## config.mk

```make
export PLATFORM = sky130hd
export DESIGN_NAME = fetch_decode_elastic_reg
export DESIGN_NICKNAME = d
export VERILOG_FILES = /design/src/rtl/fetch_decode_elastic_reg.sv
export SDC_FILE = /design/constraint.sdc
export NUM_CORES = 2
export LEC_CHECK = 0
export ABC_AREA = 1
export CAP_MARGIN = 10
export CORE_AREA = 2 2 393 395
export CTS_CLUSTER_DIAMETER = 200
export CTS_CLUSTER_SIZE = 20
export DETAILED_ROUTE_END_ITERATION = 10
export DIE_AREA = 0 0 395 397
export GPL_TIMING_DRIVEN = 0
export PLACE_DENSITY = 0.49
export SLEW_MARGIN = 0
export SYNTH_ARGS = -nofsm -noshare
export SYNTH_HDL_FRONTEND = slang
export SYNTH_SLANG_ARGS = --single-unit
```

## constraint.sdc

```tcl
create_clock -name clk -period 2 [get_ports clk]
set_clock_uncertainty 0.05 [all_clocks]
set_input_delay 0.2 -clock clk [delete_from_list [all_inputs] [get_ports clk]]
set_output_delay 0.2 -clock clk [all_outputs]
set_load 0.05 [all_outputs]
```

## src/rtl/fetch_decode_elastic_reg.sv

```systemverilog
// Fetch2->Decode elastic pipeline register: main + skid entry, flop-driven ready,
// plus a one-cycle delayed branch-update bundle and a saturating stall counter.
module fetch_decode_elastic_reg #(
  parameter int FETCH_WIDTH = 4,
  parameter int PKT_W       = 97,
  parameter int UPD_W       = 99,
  parameter int CNT_W       = 16
) (
  input  logic                         clk,
  input  logic                         reset,
  input  logic                         flush_i,
  input  logic [FETCH_WIDTH-1:0]       in_valid_i,
  input  logic [FETCH_WIDTH*PKT_W-1:0] in_pkt_i,
  output logic                         in_ready_o,
  output logic [FETCH_WIDTH-1:0]       out_valid_o,
  output logic [FETCH_WIDTH*PKT_W-1:0] out_pkt_o,
  input  logic                         out_ready_i,
  input  logic [UPD_W-1:0]             upd_i,
  input  logic                         upd_en_i,
  output logic [UPD_W-1:0]             upd_o,
  output logic                         upd_en_o,
  output logic [CNT_W-1:0]             stall_cycles_o
);

  localparam int BW = FETCH_WIDTH * PKT_W;

  typedef enum logic [1:0] {EMPTY, ONE, TWO} state_t;

  state_t                 state, state_nxt;
  logic [FETCH_WIDTH-1:0] main_mask, main_mask_nxt, skid_mask, skid_mask_nxt;
  logic [BW-1:0]          main_pkt, main_pkt_nxt, skid_pkt, skid_pkt_nxt;
  logic                   ready_r;
  logic                   main_v;
  logic                   acc;
  logic                   con;
  logic [CNT_W-1:0]       stall_cnt;
  logic [UPD_W-1:0]       upd_p1;
  logic                   upd_en_p1;

  function automatic logic [CNT_W-1:0] sat_inc(input logic [CNT_W-1:0] v);
    return (&v) ? v : v + {{(CNT_W-1){1'b0}}, 1'b1};
  endfunction

  assign main_v = (state != EMPTY);
  assign acc    = (|in_valid_i) & ready_r;
  assign con    = main_v & out_ready_i;

  always_comb begin
    state_nxt     = state;
    main_mask_nxt = main_mask;
    main_pkt_nxt  = main_pkt;
    skid_mask_nxt = skid_mask;
    skid_pkt_nxt  = skid_pkt;
    case (state)
      EMPTY: begin
        if (acc) begin
          main_mask_nxt = in_valid_i;
          main_pkt_nxt  = in_pkt_i;
          state_nxt     = ONE;
        end
      end
      ONE: begin
        if (acc && con) begin
          main_mask_nxt = in_valid_i;
          main_pkt_nxt  = in_pkt_i;
        end else if (acc) begin
          skid_mask_nxt = in_valid_i;
          skid_pkt_nxt  = in_pkt_i;
          state_nxt     = TWO;
        end else if (con) begin
          main_mask_nxt = '0;
          main_pkt_nxt  = '0;
          state_nxt     = EMPTY;
        end
      end
      TWO: begin
        if (con) begin
          main_mask_nxt = skid_mask;
          main_pkt_nxt  = skid_pkt;
          skid_mask_nxt = '0;
          skid_pkt_nxt  = '0;
          state_nxt     = ONE;
        end
      end
      default: begin
        main_mask_nxt = '0;
        main_pkt_nxt  = '0;
        skid_mask_nxt = '0;
        skid_pkt_nxt  = '0;
        state_nxt     = EMPTY;
      end
    endcase
    // Flush discards both entries, including anything offered this cycle.
    if (flush_i) begin
      main_mask_nxt = '0;
      main_pkt_nxt  = '0;
      skid_mask_nxt = '0;
      skid_pkt_nxt  = '0;
      state_nxt     = EMPTY;
    end
  end

  // Buffer stage: ready is registered from the next state so Decode stalls never reach Fetch2.
  always_ff @(posedge clk) begin
    if (reset) begin
      state     <= EMPTY;
      ready_r   <= 1'b1;
      main_mask <= '0;
      main_pkt  <= '0;
      skid_mask <= '0;
      skid_pkt  <= '0;
      stall_cnt <= '0;
    end else begin
      state     <= state_nxt;
      ready_r   <= (state_nxt != TWO);
      main_mask <= main_mask_nxt;
      main_pkt  <= main_pkt_nxt;
      skid_mask <= skid_mask_nxt;
      skid_pkt  <= skid_pkt_nxt;
      if (main_v && !out_ready_i) stall_cnt <= sat_inc(stall_cnt);
    end
  end

  // Update stage: straight one-cycle delay, blind to flush and back-pressure.
  always_ff @(posedge clk) begin
    if (reset) begin
      upd_p1    <= '0;
      upd_en_p1 <= 1'b0;
    end else begin
      upd_p1    <= upd_i;
      upd_en_p1 <= upd_en_i;
    end
  end

  assign in_ready_o     = ready_r;
  assign out_valid_o    = main_v ? main_mask : '0;
  assign out_pkt_o      = main_pkt;
  assign upd_o          = upd_p1;
  assign upd_en_o       = upd_en_p1;
  assign stall_cycles_o = stall_cnt;

endmodule

```

==> impl_metrics.toml <==
[worst_setup_path]
start_kind = "flip-flop"
worstPathMaxFanout = 7
critPathKind = "flip-flop to primary output"
crit_required_ns = 1.75
critPathCaptureType = "primary output"
arrival_ns = 1.89

[timing]
finalWorstSetupSlack_ns = -0.1376
setup_violations = 9
fin_crit_sh = 1.069
final.setup.tns_ns = -0.5118
tightest_slew_ns = 1.210
rsz0062_at_grt = "yes"
finalHoldViolCount = 0
fmax_mhz = 467.8
report.final.slew_viol_count = 0
final.min_clock_period_ns = 2.138
max-slew-margin-rel = 0.1932

[routing]
viasPerCell = 4.818
ant_nets = 0
drt-wirelength-per-cell_microns = 21.37
wl_mm = 212.7
dr.pass1.iters = 6
dr.first_iter.drc_count = 3603
vias = 47940
drc = 0

[floorplan]
rows = 144
die-area_sq_um = 156800
start_util = 0.2801
die_h_microns = 397
ios = 1005
core_area_sq_um = 153000
die_w_microns = 395

[job]
cap_viol_max_count = 0

[global_routing]
grt_max_degree = 21
grt.overflow.total = 0
antenna_found_initial = 72
grt_pass1_wl_mm = 303.3
grt_use_total = 0.2579
grt_pass1_vias = 44740

[final_layout]
drive_above_1_share = 0.06703
area_delta_synth_final_pct = 36.16
finalNetCount = 8387
fin_cells = 9951
fillers = 16470

[logic_synthesis]
syn_nets = 7218
yosysUniqueCellTypes = 24
yosysWarnings = 0
synth_area_sq_um = 42850
yosysSeqAreaShare = 0.4219
synth_area_leaders = "dfxtp_1 42%, nand2_1 19%, a21oi_1 9.3%, nand3_1 7.7%, inv_1 6.3%"
yosysTopAreaCellShare = 0.4219
syn_inst = 6721
syn_area_per_cell_sq_um = 6.375
synth-seq-cells = 903
yosys.area.top_type = "dfxtp_1"

[outcome]
status = "complete, but fails checks"
violations = "negative setup slack"

[clocking]
cts_tree = "built"
h-tree-depth = 2
clockRootBuffer = "clkbuf_16"
clockBufferDepth = 3
cts_buffers = 51
clk_latency_ns = 0.70
clkSlewWorstSetupHoldPaths_ns = 0.11
clock_sinks = 903

[power_and_ir_drop]
p_leak_uw = 0.02587
power.total_uw = 39810
irDropWorstVdd_v = 0.0006817
powerDensity_nw_per_um2 = 682.4

[place]
io_buffers = 1002
place_inst = 9770
dp_hpwl_mm = 162.5
gp_congestion = 0.9012

[min_path]
hold_path.class = "primary input to flip-flop"
[per-stage QoR]
stage | setup WS [ns] | util | cell area (sq um) | hold WS (ns)
6_report | -0.1376 | 0.3814 | 58340 | 0.08845
5_1_grt | -0.1855 | 0.3812 | 58320 | 0.06526
4_1_cts | -0.2466 | 0.3800 | 58130 | 0.02862
3_5_place_dp | -1.266 | 0.3629 | 55510 | 0.4019
3_3_place_gp | -1.300 | 0.3624 | 55440 | 0.3975
2_1_floorplan | 0.1714 | - | 42850 | 0.2570
[area by class of cell]
cell class,instances,area [sq um],area share
buffer,536,2938,0.05035
inverter,719,2703,0.04632
multi-input combinational,4561,19880,0.3408
sequential,903,18090,0.3101
clock inverter,4,72.57,0.001244
clock buffer,51,1276,0.02187
tap,2044,2557,0.04384
timing repair buffer,1118,10780,0.1848
antenna,15,37.54,0.0006434
[cell usage after synthesis]
cell	count
clkbuf_1	239
nor2_2	2
o21ai_0	206
a21oi_1	796
o21ai_1	1
clkinv_1	1
xnor2_1	4
xor2_1	2
nand4_1	197
buf_2	232
nand3_1	656
o21ai_2	1
nor2_4	1
nand2_2	2
o211ai_1	1
nand2_1	2161
inv_2	2
buf_1	65
ha_1	1
nor2_1	529
dfxtp_1	903
inv_1	716
buf_4	2
nor3_1	1
[registers in the layout, summed over array words and instances (netlist names)]
signal	flops
upd_o	99
out_pkt_o	388
skid_mask	4
main_mask	4
upd_en_o	1
state	2
in_ready_o	1
skid_pkt	388
stall_cycles_o	16
[cells by family after synthesis]
kind of cell,synth area share
AND/OR/NAND/NOR,0.3420
AO/OA/AOI/OAI,0.1175
adder cells (fa/ha/maj),0.0002920
flip-flops,0.4219
XOR/XNOR,0.001226
buffers and inverters,0.1171
[layer usage]
metal | share of wire | vias up | GRT usage
met1 | 0.43 | 22380 | 0.3356
met5 | 0.0021 | - | 0
met4 | 0.026 | 74 | 0.06482
li1 | - | 23530 | -
met2 | 0.45 | 1645 | 0.4208
met3 | 0.087 | 307 | 0.07008
[cell usage in the layout (no fill, tap or decap), drive strengths merged]
master / n
buf: 308
ha: 1
inv: 719
clkinvlp: 1
a21oi: 796
diode: 15
o21ai: 208
dlygate4sd2: 433
nand2: 2163
xnor2: 4
clkdlybuf4s15: 72
o211ai: 1
clkdlybuf4s50: 493
dfxtp: 903
dlygate4sd3: 97
clkinv: 3
clkbuf: 302
xor2: 2
nand4: 197
nand3: 656
nor2: 532
nor3: 1
[power breakdown]
group	internal, uW	leakage (uW)	switching [uW]
Combinational	3010	0.0179	6500
Sequential	18500	0.00735	314
Clock	4620	0.000662	6830
Total	26200	0.0259	13600
[critical path, stage by stage, from the launching register on]
cell       delay (ns)
dfxtp_4          0.39
nor2_4           0.05
buf_8            0.14
clkbuf_16        0.17
nor2_4           0.22
buf_6            0.20
[final timing paths]
kind / from / end / slack (ns) / depth (start not counted)
setup reg to reg: state[1]$_SDFF_PP0_ / out_pkt_o[162]$_SDFFE_PP0P_ / -0.07 / 9
hold reg to reg: out_pkt_o[329]$_SDFFE_PP0P_ / out_pkt_o[329]$_SDFFE_PP0P_ / 0.41 / 2
setup / recovery: state[1]$_SDFF_PP0_ / out_valid_o[2] / -0.14 / 5
hold / removal: upd_i[22] / upd_o[22]$_SDFF_PP0_ / 0.09 / 3
[timing repair]
action / CTS / global route
endpoints found under the hold margin: 97 / 0
endpoints found under the setup margin: 1306 / 771
cloned: 0 / 0
pin swaps: 6 / 4
hold buffers: 97 / 0
gates resized for setup: 921 / 100
buffers inserted: 13 / 3
Note: power is estimated with default switching activity, not from simulation.
